File: config.mk
export PLATFORM = sky130hd
export DESIGN_NAME = collision_arbiter
export DESIGN_NICKNAME = d
export VERILOG_FILES = /design/src/rtl/billiard_pkg.sv /design/src/rtl/collision_latch.sv /design/src/rtl/collision_arbiter.sv
export SDC_FILE = /design/constraint.sdc
export NUM_CORES = 1
export LEC_CHECK = 0
export ABC_CLOCK_PERIOD_IN_PS = 900
export CAP_MARGIN = 20
export CORE_AREA = 2 2 39 41
export CTS_BUF_LIST = sky130_fd_sc_hd__clkbuf_2 sky130_fd_sc_hd__clkbuf_4 sky130_fd_sc_hd__clkbuf_8
export CTS_CLUSTER_DIAMETER = 40
export CTS_CLUSTER_SIZE = 28
export DETAILED_ROUTE_END_ITERATION = 8
export DIE_AREA = 0 0 41 43
export GPL_TIMING_DRIVEN = 1
export PLACE_DENSITY_LB_ADDON = 0.25
export SLEW_MARGIN = 20
export SYNTH_ARGS = -nofsm -noshare
export SYNTH_HDL_FRONTEND = slang
export SYNTH_SLANG_ARGS = --single-unit
File: constraint.sdc
create_clock -name clk -period 0.9 [get_ports clk]
set_input_delay 0.225 -clock clk [delete_from_list [all_inputs] [get_ports clk]]
set_output_delay 0.225 -clock clk [all_outputs]
set_load 0.005 [all_outputs]
File: src/rtl/billiard_pkg.sv
// Shared types for the collision path: event codes, arbiter FSM states and the
// hole > ball-ball > wall priority pick. Bit i of a flag vector maps to event code i.
package billiard_pkg;

  typedef enum logic [1:0] {
    WALL     = 2'd0,
    BALLBALL = 2'd1,
    HOLE     = 2'd2
  } evt_code_t;

  typedef enum logic {
    StIdle  = 1'b0,
    StOffer = 1'b1
  } arb_state_t;

  localparam int unsigned NumTypes = 3;

  function automatic evt_code_t pick_highest(input logic [NumTypes-1:0] flags);
    if (flags[HOLE]) begin
      return HOLE;
    end else if (flags[BALLBALL]) begin
      return BALLBALL;
    end
    return WALL;
  endfunction

endpackage

File: src/rtl/collision_latch.sv
// Per-frame collision detection: sticky collect flags per event type, restarted at
// every frame start so a hit in the frame-start cycle belongs to the new frame.
module collision_latch
  import billiard_pkg::*;
(
  input  logic                clk,
  input  logic                resetN,
  input  logic                i_sof,
  input  logic                i_req_ball,
  input  logic                i_req_wall,
  input  logic                i_req_other,
  input  logic                i_req_hole,
  output logic [NumTypes-1:0] o_collect
);

  logic [NumTypes-1:0] w_hit;
  logic [NumTypes-1:0] r_collect;

  assign w_hit[WALL]     = i_req_ball & i_req_wall;
  assign w_hit[BALLBALL] = i_req_ball & i_req_other;
  assign w_hit[HOLE]     = i_req_ball & i_req_hole;

  always_ff @(posedge clk or negedge resetN) begin
    if (!resetN) begin
      r_collect <= '0;
    end else if (i_sof) begin
      r_collect <= w_hit;
    end else begin
      r_collect <= r_collect | w_hit;
    end
  end

  assign o_collect = r_collect;

endmodule

File: src/rtl/collision_arbiter.sv
// Collision event arbiter: snapshots per-frame hits into a pending set and offers
// them one at a time over a valid/ready handshake. COLLISION_TIMEOUT_EN adds an ack timeout.
module collision_arbiter
  import billiard_pkg::*;
#(
  parameter int unsigned ACK_TIMEOUT = 1024
) (
  input  logic       clk,
  input  logic       resetN,
  input  logic       startOfFrame,
  input  logic       drawing_request_Ball,
  input  logic       drawing_request_Wall,
  input  logic       drawing_request_OtherBall,
  input  logic       drawing_request_Hole,
  input  logic       evt_ready,
  output logic       evt_valid,
  output logic [1:0] evt_code,
  output logic       any_hit_pulse,
  output logic       overrun,
  output logic       timeout_err
);

  logic [NumTypes-1:0] w_collect;
  logic [NumTypes-1:0] w_snap;
  logic [NumTypes-1:0] w_clear;
  logic [NumTypes-1:0] w_pending_d;
  logic [NumTypes-1:0] r_pending;
  arb_state_t          r_state, w_state_d;
  evt_code_t           r_code, w_code_d;
  logic                r_any_hit;
  logic                r_overrun;
  logic                w_xfer;
  logic                w_drop;

  collision_latch u_latch (
    .clk         (clk),
    .resetN      (resetN),
    .i_sof       (startOfFrame),
    .i_req_ball  (drawing_request_Ball),
    .i_req_wall  (drawing_request_Wall),
    .i_req_other (drawing_request_OtherBall),
    .i_req_hole  (drawing_request_Hole),
    .o_collect   (w_collect)
  );

  assign w_snap = startOfFrame ? w_collect : '0;
  assign w_xfer = (r_state == StOffer) && evt_ready;

`ifdef COLLISION_TIMEOUT_EN
  localparam int unsigned CntW = (ACK_TIMEOUT > 1) ? $clog2(ACK_TIMEOUT) : 1;

  logic [CntW-1:0] r_wait_cnt;

  // The drop fires in the ACK_TIMEOUT-th offer cycle without a ready.
  assign w_drop = (r_state == StOffer) && !evt_ready &&
                  (r_wait_cnt == CntW'(ACK_TIMEOUT - 1));

  always_ff @(posedge clk or negedge resetN) begin
    if (!resetN) begin
      r_wait_cnt <= '0;
    end else if ((r_state == StOffer) && !evt_ready && !w_drop) begin
      r_wait_cnt <= r_wait_cnt + 1'b1;
    end else begin
      r_wait_cnt <= '0;
    end
  end

  assign timeout_err = w_drop;
`else
  assign w_drop      = 1'b0;
  assign timeout_err = 1'b0;
`endif

  // Leaving OFFER always passes through IDLE, which yields the idle gap between events.
  always_comb begin
    w_state_d = r_state;
    w_code_d  = r_code;
    w_clear   = '0;
    unique case (r_state)
      StIdle: begin
        if (|r_pending) begin
          w_state_d = StOffer;
          w_code_d  = pick_highest(r_pending);
        end
      end
      StOffer: begin
        if (w_xfer || w_drop) begin
          w_clear[r_code] = 1'b1;
          w_state_d       = StIdle;
        end
      end
      default: w_state_d = StIdle;
    endcase
    w_pending_d = (r_pending & ~w_clear) | w_snap;
  end

  always_ff @(posedge clk or negedge resetN) begin
    if (!resetN) begin
      r_state   <= StIdle;
      r_code    <= WALL;
      r_pending <= '0;
      r_any_hit <= 1'b0;
      r_overrun <= 1'b0;
    end else begin
      r_state   <= w_state_d;
      r_code    <= w_code_d;
      r_pending <= w_pending_d;
      r_any_hit <= startOfFrame && (|w_collect);
      r_overrun <= startOfFrame && ((r_state == StOffer) || (|r_pending));
    end
  end

  assign evt_valid     = (r_state == StOffer);
  assign evt_code      = r_code;
  assign any_hit_pulse = r_any_hit;
  assign overrun       = r_overrun;

endmodule
# After elaboration in Yosys (flattened, before gate mapping)
# Cells that the tools add are included.
# word_totals
output_inout_bits,6
reg_bits,11
wordCells,40
inputBits,8
# op_classes
n_mux,16
n_reduce_logical,8
n_bitwise,8
n_lt_le_gt_ge,2
# op_table
cell,n
3-bit two-way mux,4
1-bit two-way mux,7
2-bit two-way mux,3
3-bit bitwise OR,2
3-bit OR reduction,2
1-bit logical AND,4
1-bit AND,3
3-bit AND,1
"2-bit by 3-bit < comparator with 1-bit output, second input constant",1
3-bit NOT,1
1-bit demux with 2-bit select,1
"2-bit by 1-bit >= comparator with 1-bit output, second input constant",1
1-bit case mux with 2 select lines,1
2-bit AND reduction,1
1-bit logical OR,1
1-bit NOT,1

# Logic depth before layout (Yosys ltp)
# logic_depth
ltp_word,9
mapped_depth,3
mapped_depth_nobuf,3

# Modules after synthesis
# From an unflattened synthesis, not the netlist that was laid out.
# unflattened
cells_unflattened,42
area_unflattened_um2,471.7
# by_module_without_submodules
module,cells_each,seq_area_each_um2,instances,area_each_um2
collision_arbiter,30,200.2,1,355.3
collision_latch,12,75.1,1,116.4

# Worst setup path before layout
# OpenSTA, ideal clock, no wires.
# synth_timing
path_kind,flip-flop to flip-flop
start,register r_state (netlist: evt_valid)
end,register r_overrun (netlist: overrun)
stages_incl_launch_ff,4
slack_ns,-0.070
setup_time_ns,0.126
synth_period_minus_slack_ns,0.970
required_time_ns,0.774
arrival_ns,0.844
n_path_buf,1
cell_sequence,dfrtp_1 -> buf_6 -> nor4_4 -> nor2b_1
# synth_between
elab_chain_cells,2
# synth_rtl
item,line,rtl
"start, declared",collision_arbiter.sv:28,"arb_state_t r_state, w_state_d;"
"start signal, assigned",collision_arbiter.sv:99,r_state <= StIdle;
"start signal, assigned",collision_arbiter.sv:105,r_state <= w_state_d;
1-bit logical OR,collision_arbiter.sv:109,r_overrun <= startOfFrame && ((r_state == StOffer) || (|r_pending));
1-bit logical AND,collision_arbiter.sv:109,
"end signal, assigned",collision_arbiter.sv:109,
"end, declared",collision_arbiter.sv:31,logic r_overrun;
# Every way passes these cells.
# A chain may end at the register's enable or synchronous reset.

# Worst setup path in the final report
# layout_timing
start,register r_code[1] (netlist: evt_code[1])
end,output evt_code[1]
# layout_rtl
item,line,rtl
"start, declared",collision_arbiter.sv:29,"evt_code_t r_code, w_code_d;"
"start signal, assigned",collision_arbiter.sv:106,r_code <= w_code_d;
"end, declared",collision_arbiter.sv:17,"output logic [1:0] evt_code,"
# No word-level cell between the ends.

==> results by group <==
GRT
  • Initial antenna violation count: 0
  • Total gr overflow: 0
  • Maximum number of pins on one net before global-route repair: 12
  • Vias in the first global route: 373
  • Wire length of the first global-routing pass: roughly 1500 um
  • Global router's overall resource usage: 12.9%

Power
  • Max IR drop VDD: ~0.75 mV
  • Overall power consumption: 1.65 mW
  • Power per Cell Area: ~2400 mW/mm2
  • Pleak: 0.315 nW

Worst setup path
  • Sum of buffers and inverters on the critical path: 1
  • Data required time at the worst endpoint: between 0.6 and 0.7 ns
  • Path depth of the worst reg2reg path: 4
  • Setup slack, reg-to-reg: -0.10 ns
  • Reg-to-reg critical path startpoint: evt_code[1]
  • Cell Chain, Critical Path: buf_2
  • Peak fanout along the critical path: 2
  • Kind of cell with the highest combined delay on the critical path: flip-flops
  • Startpoint type of the worst setup path: register
  • Worst EP arrival: 0.78 ns
  • Terminus of the critical flop-to-flop path: r_pending[0]
  • Max stage delay cell, worst path: sky130_fd_sc_hd__dfrtp_1
  • Crit Path Class: reg2out
  • Setup crit end kind: primary output
  • Critical Path Max Stage Delay: 0.39 ns

Cells and area
  • Final Instance Area: 674 um2
  • Synthesis-to-layout area growth: 44.1%
  • Layout cells sized above 1: 34.4%
  • Number of inserted diodes: 0
  • Final layout net count: 70
  • Filler instances: 137

Status
  • Status: complete, but fails checks
  • Violations in the final reports: setup timing

Floorplan
  • Total core area: 0.00138 mm2
  • Effective utilization at floorplan: 33.8%
  • Number of standard-cell rows in the floorplan: 14
  • Total I/O pin count: 14
  • Vertical die dimension: 43 um
  • Area of the die: approximately 0.0018 mm2
  • Die Width: 41 um

Synth
  • Most frequent cells after synthesis: 11 x sky130_fd_sc_hd__dfrtp_1, 6 x sky130_fd_sc_hd__inv_1, 5 x sky130_fd_sc_hd__o21ai_0
  • Post-synth net total: 50
  • Seq/Total Area, Yosys: 58.8%
  • Predominant post-synthesis flop cell: sky130_fd_sc_hd__dfrtp_1
  • Number of synthesized flops with an enable pin: 0
  • Count of distinct cell types in the synthesized netlist: 18
  • Most frequently used cell type in the post-synthesis netlist: sky130_fd_sc_hd__dfrtp_1
  • Share of synthesized flip-flops with an asynchronous set or reset: 100%
  • Share of Yosys cell area claimed by the top area cell type: 58.8%
  • Area contributors post-synth: sky130_fd_sc_hd__dfrtp_1 59%, sky130_fd_sc_hd__a22o_1 5.6%, sky130_fd_sc_hd__o21ai_0 5.3%, sky130_fd_sc_hd__inv_1 4.8%, sky130_fd_sc_hd__nor4_4 4.5%
  • Average footprint of a synthesized cell: 11.1 um2
  • Netlist area before placement: 468 um2
  • Cell accounting for the most synthesized area: sky130_fd_sc_hd__dfrtp_1
  • Cell count after synthesis: 42
  • Syn. warnings: 0
  • Synthesized flop and latch total: 11

Timing
  • Final number of hold-violating endpoints: 0
  • Min setup slack post-route: -0.105 ns
  • Final Critical Period: 1.00 ns
  • Count of final max-slew check failures: 0
  • Top achievable clock speed: 995 MHz
  • Clock skew after layout: around 0.003 ns
  • Unrepaired setup endpoints after global routing: true
  • Final setup vio count: 10
  • Fin crit share: 112%

Route
  • Violation count after the first detailed-routing iteration: 2
  • Average detailed-routed wire length per instance: 11.1 um
  • DRC errors left: 0
  • Vias post-DR: 358
  • Number of optimization iterations in the first detailed-route pass: 2
  • Routed WL: about 860 um
  • Vias per std cell: 4.65
  • ANT nets after route: 0

CTS
  • Reg clk slew, reported paths: 0.07 ns
  • Root Buffer Master: sky130_fd_sc_hd__clkbuf_4
  • Num CTS Buffers: 3
  • Worst-skew pair later-pin latency: 0.26 ns
  • Total clock sinks: 11
  • Clock buffer depth: 2
  • Number of H-tree levels: 1
  • Clock tree from TritonCTS: built
  • Total of hold buffers inserted after clock tree synthesis: 0

Worst hold path
  • Class of the most critical hold timing path: in2async

Flow run
  • Total of max-cap violations: 0

Placed design
  • Post-DP Area: 632 um2
  • Number of input and output port buffers inserted: 12
  • RD Place Congestion: 0.687
  • Placed wire-length estimate: 658 um
-- state kept, by name, summed over array words and instances, names as in the netlist --
| register | count |
|---|---|
| any_hit_pulse | 1 |
| evt_code | 2 |
| evt_valid | 1 |
| overrun | 1 |
| r_pending | 3 |
| u_latch.o_collect | 3 |
-- kinds of logic after synthesis --
group / count (synthesis) / synth area share [%]
simple gates: 10 / 14.2
buf+inv: 8 / 8.82
flops: 11 / 58.8
compound gates: 12 / 17.4
other cells: 1 / 0.801
-- cell type report --
class	count	area (um2)	share of cell area, %
well taps	16	20.0	2.97
clock buffers	4	30.0	4.45
flip-flops and latches	11	277	41.0
inverters	6	25.0	3.71
multi-input cells	23	170	25.2
repair buffers	17	153	22.6
-- per-stage QoR --
step                      hold slack [ns]  instances  util (%)  setup TNS, ns  setup slack [ns]
after floorplan                   -0.0706         42         -              0            0.0108
after global placement              0.517         72      45.7          -2.57            -0.278
after detailed placement            0.541         72      45.7          -2.70            -0.284
after CTS                           0.284         76      46.7         -0.867            -0.113
after global routing                0.282         77      48.7          -1.20            -0.145
final                               0.288         77      48.7         -0.655            -0.105
-- per-layer routing --
metal	global-route usage, %	part of all wire [%]
met1	14.6	41
met2	20.3	51
met3	3.14	7.7
met4	8.00	0
met5	0	0
-- placed cells by master, fill, tap and decap left out, drive strengths merged, types with 2 or more instances in the layout --
cell,n
dfrtp,11
buf,10
clkdlybuf4s50,7
inv,6
o21ai,5
clkbuf,4
a22o,4
nand2,3
nor2,2
-- repair_timing --
item	4_1_cts	5_1_grt
gates cloned	0	0
resized for setup	24	6
setup endpoints to repair	12	12
setup buffers	1	1
pin swaps	1	5
-- worst max path at each step --
stage          slack [ns]           end  depth (start not counted)         from
2_1_floorplan        0.01  r_pending[1]                          3    evt_valid
3_3_place_gp        -0.28  r_pending[2]                          3    evt_ready
3_5_place_dp        -0.28  r_pending[2]                          3    evt_ready
4_1_cts             -0.11  r_pending[0]                          4  evt_code[1]
5_1_grt             -0.14   evt_code[0]                          1  evt_code[0]
6_report            -0.10   evt_code[1]                          1  evt_code[1]
-- power breakdown --
| part | switching, mW | internal, mW | leakage [nW] |
|---|---|---|---|
| logic | 0.224 | 0.324 | 0.171 |
| registers | 0.131 | 0.622 | 0.126 |
| clock network | 0.150 | 0.201 | 0.0184 |
(Power assumes the default switching activity.)
